`src/rtl/hash_forward_buffer.sv`:
```
// Per-table write-history forwarding buffer: patches stale hash-table read data with the
// newest committed bucket write (same-cycle bypass or history hit) and counts forwards.
module hash_forward_buffer #(
  parameter int DATA_WIDTH         = 4,
  parameter int KEY_WIDTH          = 2,
  parameter int NUMBER_OF_TABLES   = 3,
  parameter int MAX_HASH_ADR_WIDTH = 2,
  parameter int FORWARD_DEPTH      = 2
) (
  input  logic                                                   clk,
  input  logic                                                   reset,
  input  logic                                                   clk_en,
  input  logic                                                   flush_i,
  input  logic [NUMBER_OF_TABLES-1:0]                            wr_en_i,
  input  logic [NUMBER_OF_TABLES-1:0][MAX_HASH_ADR_WIDTH-1:0]    wr_adr_i,
  input  logic [NUMBER_OF_TABLES-1:0][KEY_WIDTH-1:0]             wr_key_i,
  input  logic [NUMBER_OF_TABLES-1:0][DATA_WIDTH-1:0]            wr_data_i,
  input  logic [NUMBER_OF_TABLES-1:0]                            wr_valid_i,
  input  logic [NUMBER_OF_TABLES-1:0]                            rd_en_i,
  input  logic [NUMBER_OF_TABLES-1:0][MAX_HASH_ADR_WIDTH-1:0]    rd_adr_i,
  input  logic [NUMBER_OF_TABLES-1:0][KEY_WIDTH-1:0]             mem_key_i,
  input  logic [NUMBER_OF_TABLES-1:0][DATA_WIDTH-1:0]            mem_data_i,
  input  logic [NUMBER_OF_TABLES-1:0]                            mem_valid_i,
  output logic [NUMBER_OF_TABLES-1:0]                            corr_en_o,
  output logic [NUMBER_OF_TABLES-1:0][KEY_WIDTH-1:0]             corr_key_o,
  output logic [NUMBER_OF_TABLES-1:0][DATA_WIDTH-1:0]            corr_data_o,
  output logic [NUMBER_OF_TABLES-1:0]                            corr_valid_o,
  output logic [NUMBER_OF_TABLES-1:0]                            corr_fwd_o,
  output logic [15:0]                                            hit_count_o
);

  if (FORWARD_DEPTH < 1) begin : g_bad_depth
    $error("hash_forward_buffer: FORWARD_DEPTH must be >= 1");
  end

  localparam int DEPTH = (FORWARD_DEPTH < 1) ? 1 : FORWARD_DEPTH;

  logic [NUMBER_OF_TABLES-1:0] match;
  logic [15:0]                 hit_count_reg;
  logic [15:0]                 hit_count_next;
  logic [16:0]                 hit_sum;

  genvar gi;
  for (gi = 0; gi < NUMBER_OF_TABLES; gi++) begin : g_table
    logic [DEPTH-1:0]              used_reg;
    logic [DEPTH-1:0]              used_next;
    logic [MAX_HASH_ADR_WIDTH-1:0] adr_reg   [DEPTH];
    logic [KEY_WIDTH-1:0]          key_reg   [DEPTH];
    logic [DATA_WIDTH-1:0]         data_reg  [DEPTH];
    logic                          valid_reg [DEPTH];

    logic                  lookup_hit;
    logic [KEY_WIDTH-1:0]  lookup_key;
    logic [DATA_WIDTH-1:0] lookup_data;
    logic                  lookup_valid;

    logic                  corr_en_reg;
    logic [KEY_WIDTH-1:0]  corr_key_reg;
    logic [DATA_WIDTH-1:0] corr_data_reg;
    logic                  corr_valid_reg;
    logic                  corr_fwd_reg;

    // Bypass beats history; descending scan so the lowest (newest) matching slot wins.
    always_comb begin
      lookup_hit   = 1'b0;
      lookup_key   = mem_key_i[gi];
      lookup_data  = mem_data_i[gi];
      lookup_valid = mem_valid_i[gi];
      if (wr_en_i[gi] && (wr_adr_i[gi] == rd_adr_i[gi])) begin
        lookup_hit   = 1'b1;
        lookup_key   = wr_key_i[gi];
        lookup_data  = wr_data_i[gi];
        lookup_valid = wr_valid_i[gi];
      end else if (!flush_i) begin
        for (int s = DEPTH - 1; s >= 0; s--) begin
          if (used_reg[s] && (adr_reg[s] == rd_adr_i[gi])) begin
            lookup_hit   = 1'b1;
            lookup_key   = key_reg[s];
            lookup_data  = data_reg[s];
            lookup_valid = valid_reg[s];
          end
        end
      end
    end

    // Flush clears before the shift, so a same-cycle write lands in an empty history.
    always_comb begin
      used_next = flush_i ? '0 : used_reg;
      if (wr_en_i[gi]) begin
        for (int s = DEPTH - 1; s > 0; s--) begin
          used_next[s] = flush_i ? 1'b0 : used_reg[s-1];
        end
        used_next[0] = 1'b1;
      end
    end

    always_ff @(posedge clk) begin
      if (!reset) begin
        used_reg       <= '0;
        corr_en_reg    <= 1'b0;
        corr_key_reg   <= '0;
        corr_data_reg  <= '0;
        corr_valid_reg <= 1'b0;
        corr_fwd_reg   <= 1'b0;
      end else if (clk_en) begin
        used_reg    <= used_next;
        corr_en_reg <= rd_en_i[gi];
        if (rd_en_i[gi]) begin
          corr_key_reg   <= lookup_key;
          corr_data_reg  <= lookup_data;
          corr_valid_reg <= lookup_valid;
          corr_fwd_reg   <= lookup_hit;
        end
      end
    end

    // Payload needs no reset: entries are only visible through used_reg.
    always_ff @(posedge clk) begin
      if (reset && clk_en && wr_en_i[gi]) begin
        for (int s = DEPTH - 1; s > 0; s--) begin
          adr_reg[s]   <= adr_reg[s-1];
          key_reg[s]   <= key_reg[s-1];
          data_reg[s]  <= data_reg[s-1];
          valid_reg[s] <= valid_reg[s-1];
        end
        adr_reg[0]   <= wr_adr_i[gi];
        key_reg[0]   <= wr_key_i[gi];
        data_reg[0]  <= wr_data_i[gi];
        valid_reg[0] <= wr_valid_i[gi];
      end
    end

    assign match[gi]        = lookup_hit;
    assign corr_en_o[gi]    = corr_en_reg;
    assign corr_key_o[gi]   = corr_key_reg;
    assign corr_data_o[gi]  = corr_data_reg;
    assign corr_valid_o[gi] = corr_valid_reg;
    assign corr_fwd_o[gi]   = corr_fwd_reg;
  end

  always_comb begin
    hit_sum = {1'b0, hit_count_reg};
    for (int t = 0; t < NUMBER_OF_TABLES; t++) begin
      hit_sum = hit_sum + 17'(rd_en_i[t] & match[t]);
    end
  end

  assign hit_count_next = hit_sum[16] ? 16'hFFFF : hit_sum[15:0];

  always_ff @(posedge clk) begin
    if (!reset) begin
      hit_count_reg <= '0;
    end else if (clk_en) begin
      hit_count_reg <= hit_count_next;
    end
  end

  assign hit_count_o = hit_count_reg;

endmodule
```
`config.mk`:
```
export PLATFORM = sky130hd
export DESIGN_NAME = hash_forward_buffer
export DESIGN_NICKNAME = d
export VERILOG_FILES = /design/src/rtl/hash_forward_buffer.sv
export SDC_FILE = /design/constraint.sdc
export NUM_CORES = 1
export LEC_CHECK = 0
export BUFFER_PORTS_ARGS = -buffer_cell sky130_fd_sc_hd__buf_2
export CAP_MARGIN = 10
export CORE_ASPECT_RATIO = 1.5
export CORE_MARGIN = 1
export CORE_UTILIZATION = 50
export CTS_BUF_LIST = sky130_fd_sc_hd__clkbuf_8
export DETAILED_ROUTE_END_ITERATION = 10
export PLACE_DENSITY_LB_ADDON = 0.15
export SKIP_CTS_REPAIR_TIMING = 1
export SLEW_MARGIN = 20
export SYNTH_ARGS = -nofsm -noshare
export SYNTH_HDL_FRONTEND = slang
export SYNTH_SLANG_ARGS = --single-unit
export TNS_END_PERCENT = 50
```
`constraint.sdc`:
```
create_clock -name clk -period 3.1 [get_ports clk]
set_clock_uncertainty 0.05 [all_clocks]
set_input_delay 0.155 -clock clk [delete_from_list [all_inputs] [get_ports clk]]
set_output_delay 0.155 -clock clk [all_outputs]
set_load 0.1 [all_outputs]
```
* After elaboration in Yosys (flattened, before gate mapping)
Memory sizes are Yosys's and may differ from the RTL's.
Cells that the tools add are included.
** Storage, ports and cells
- Memories kept :: 12
- Bits in writable memories :: 54
- Register bits :: 49
- Output and inout bits :: 43
** Memories
- g_table[0].data_reg :: depth 2, width 4, rd ports 2, clocked after Yosys merged registers in 0, write ports 2, RTL line 49 : logic [DATA_WIDTH-1:0] data_reg [DEPTH];
- g_table[1].data_reg :: depth 2, width 4, rd ports 2, clocked after Yosys merged registers in 0, write ports 2, RTL line 49
- g_table[2].data_reg :: depth 2, width 4, rd ports 2, clocked after Yosys merged registers in 0, write ports 2, RTL line 49
- g_table[0].adr_reg :: depth 2, width 2, rd ports 2, clocked after Yosys merged registers in 0, write ports 2, RTL line 47 : logic [MAX_HASH_ADR_WIDTH-1:0] adr_reg [DEPTH];
- g_table[0].key_reg :: depth 2, width 2, rd ports 2, clocked after Yosys merged registers in 0, write ports 2, RTL line 48 : logic [KEY_WIDTH-1:0] key_reg [DEPTH];
- g_table[1].adr_reg :: depth 2, width 2, rd ports 2, clocked after Yosys merged registers in 0, write ports 2, RTL line 47
- 6 more memories
** Operators by class
- Bitwise logic cells :: 3
- $add $sub $neg :: 3
- Reductions and logical operators :: 22
- Equal/unequal tests :: 9
- Multiplexer cells :: 62
** Operators by type and width (count)
- $mux W4 :: 12
- $add A17 B1 Y17 :: 2
- $mux W1 :: 33
- $mux W2 :: 16
- $eq A2 B2 Y1 :: 9
- $add A16 B1 Y17 :: 1
- $mux W16 :: 1
- $logic_and A1 B1 Y1 :: 13
- $reduce_and A2 Y1 :: 6
- $reduce_bool A2 Y1 :: 3
- $and A1 B1 Y1 :: 3

* Logic depth before layout (Yosys ltp)
- Word-level depth :: 11
- Depth in mapped cells :: 14
- Gate-level depth less buffers :: 12

* Worst setup path after synthesis
OpenSTA, ideal clock, no wires.
- Path kind :: flip-flop to flip-flop
- From :: register hit_count_reg[0] (netlist: hit_count_o[0])
- To :: register hit_count_reg[2] (netlist: hit_count_o[2])
- Arrival :: 2.820 ns
- Path slack :: 0.098 ns
- Cell stages (with the launch flop) :: 11
- Path buffers :: 1
- Period minus slack after synthesis :: 3.002 ns
- Cell sequence :: dfxtp_1 inv_1 fa_1 inv_1 ha_1 fa_1 inv_1 nor2_1 nand4_2 buf_6 a21oi_1
** Between the ends
- Cells in the longest elaborated chain, start to end :: 4
** Ends and longest elaborated chain
- start: declaration :: RTL line 39 : logic [15:0] hit_count_reg;
- start signal: assignment :: RTL line 154 : hit_count_reg <= hit_count_next;
- $add A16 B1 Y17 :: RTL line 144 : hit_sum = hit_sum + 17'(rd_en_i[t] & match[t]);
- $add A17 B1 Y17 (2 in a row) :: RTL line 144
- $mux W16 :: RTL line 148 : assign hit_count_next = hit_sum[16] ? 16'hFFFF : hit_sum[15:0];
Every way passes these cells.
A chain may end at the register's enable or synchronous reset.

==> results.yml <==
clock_tree:
  root_buffer: "clkbuf_8"
  clk_latency_ns: 0.37
  cts.clk_slew.worst_paths_ns: 0.10
  cts_tree: "built"
  cts.path.max_buffers: 2
  cts_made_buffers: 9
  htree_levels: 3
  clock_sinks: 103
worst_setup_path:
  path_common_cell: "fa_1"
  arrival_ns: 3.15
  crit_required_ns: 3.31
  cp_max_fo: 8
  critPathLaunchType: "flop"
  r2r_start: "g_table[2].adr_reg[0][0]"
  crit_chain: "xnor2_2 -> and4b_1 -> nor3_2 -> nand2b_1 -> fa_1 -> inv_1 -> ha_1 -> fa_1 -> inv_2 -> nor2_2 -> nand4_2 -> buf_4 -> a21oi_1"
  crit_type: "reg2reg"
  cp_slowest_cell: "fa_1"
  endpoint_kind: "flop"
  slowest_delay_ns: 0.48
  critical_path_buf_inv_count: 3
  critPathLaunch: "g_table[2].adr_reg[0][0]"
  crit_family: "adder cells"
route:
  drtIter0Drc: 240
  num_vias: 3985
  post_drt_via_cell_ratio: 5.92
  wl_per_cell_um: 17.7
  firstDrtPassIters: 6
  drc_errors: 0
  wl_mm: 11.9
  postRouteAntennaNets: 0
die:
  fp.dieW_um: 81.5
  rows: 43
  die_h_um: 121
  die_area_um2: 9870
  initial_utilization_pct: 51.5
  ioPinCount: 107
  core_area_um2: 9200
synth:
  ys_ff_latch: 103
  avgSynthCellArea_um2: 11.1
  synth_cell_types: 44
  ys_seq_area_share_pct: 55.0
  syn_nets: 493
  synth_cells: 425
  synth_ff_type: "edfxtp_1"
  yosys_warnings: 0
  netlist_area_um2: 4730
  synth-edff-count: 54
  synthArstFlopShare_pct: 0
power:
  power.total_mw: 2.81
  power_density_nw_per_um2: 478
  p_leak_nw: 2.32
  ir_drop_v: 0.000304
min_path:
  min_from: "mem_data_i[4]"
  hold_path.class: "in2reg"
sta:
  timing.hold.ws_ns: -0.00935
  final-setup-viol-count: 0
  fin_ws_ns: 0.158
  hold_viol: 2
  max_freq_mhz: 340
  relSlewSlack_pct: 40.4
  min_period_ns: 2.94
  fin_crit_sh_pct: 94.9
  worst_pin_slew_ns: 0.894
  slew_violations: 0
  fin_setup_tns_ns: 0
finish:
  diodes: 0
  postLayoutCellArea_um2: 5880
  instances_no_fill: 673
  layout_commonest_cell: "buf_2"
  drive_above_1_share_pct: 25.8
  largest_register_ff_count: 24
  fill_cells: 748
  syn_to_final_growth_pct: 24.2
  nets: 625
  layout_common_cells: "buf_2, edfxtp_1, dfxtp_1"
  final_util_pct: 63.9
global_routing:
  grt_pass1_wl_mm: 17.9
  grt_pass1_vias: 3612
  grt_max_degree: 27
  track_usage_pct: 24.1
  antenna_found_initial: 0
  grt.overflow.total: 0
placed_design:
  placed_cell_area_um2: 5350
  dp.cells: 626
  dp_slack_ns: 0.102
  post-dp-hpwl_mm: 8.05
  io_buffers: 106
  gp_congestion: 0.785
status:
  violations: "hold timing"
  outcome: "finished with violations"
flow_run:
  maxCapViolations: 0
==> synth_stat cells, types with 3 or more instances <==
master | number | share of area (%)
and2_1 | 9 | 1.2
nor3_1 | 5 | 0.53
nand2b_1 | 18 | 2.4
buf_2 | 7 | 0.74
buf_4 | 9 | 1.4
and4b_1 | 6 | 1.3
o31ai_1 | 8 | 1.3
inv_1 | 7 | 0.56
a22oi_1 | 3 | 0.48
dfxtp_1 | 49 | 21
nand2_1 | 15 | 1.2
clkbuf_1 | 15 | 1.2
a311oi_1 | 8 | 1.5
nor4_1 | 4 | 0.53
o21ai_0 | 4 | 0.42
edfxtp_1 | 54 | 34
a21oi_1 | 20 | 2.1
o21a_1 | 7 | 1.1
and3_1 | 7 | 0.92
a221oi_1 | 14 | 2.6
a32oi_1 | 3 | 0.56
nand4b_1 | 6 | 1.1
a31oi_1 | 24 | 3.2
o311ai_0 | 14 | 2.6
nor2_1 | 12 | 0.95
xor2_1 | 3 | 0.56
xnor2_1 | 26 | 4.8
a211oi_1 | 3 | 0.48
nand3_1 | 44 | 4.7
==> tightest hold or removal path, delay by kind of cell <==
kind            cells  cell delay, ns
buf+inv             1            0.10
compound gates      1            0.07
simple gates        1            0.05
==> report_power, final <==
group          total (mW)  switching, mW  internal [mW]
clock network       0.840          0.455          0.385
registers            1.51         0.0279           1.48
logic               0.460          0.310          0.150
==> logic make-up after synthesis <==
kind of cell / Yosys count / synth area share, %
simple gates: 136 / 17.0
compound gates: 109 / 16.4
xor+xnor: 29 / 5.36
flops: 103 / 55.0
buf+inv: 42 / 4.44
mux: 2 / 0.423
fa+ha+maj: 4 / 1.37
==> worst paths after layout <==
| kind | to | slack [ns] | cells after the start |
|---|---|---|---|
| worst min-delay path | g_table[1].corr_data_reg[0] | -0.009 | 3 |
| worst min register to register | g_table[1].valid_reg[0][1] | 0.39 | 0 |
| worst max-delay path | hit_count_o[9] | 0.16 | 13 |
| worst max register to register | hit_count_o[9] | 0.16 | 13 |
==> final cells by class <==
cell class                 instances  area (µm²)  area share [%]
sequential                       103        2600            44.2
multi-input combinational        280        1940            33.0
timing repair buffer             155         978            16.6
tap                              112         140            2.38
clock buffer                      10         138            2.34
clock inverter                     5        50.0           0.851
inverter                           8        30.0           0.511
==> routing by layer <==
layer  vias up  share of wire, %  wire (µm)  track usage (%)
li1       1897                 -          -                -
met1      1940                42       5050             29.9
met2       136                52       6190             40.9
met3        12               4.4        526             4.14
met4         0               1.4        168             9.15
met5         -                 0          0                0
(Power assumes the default switching activity.)
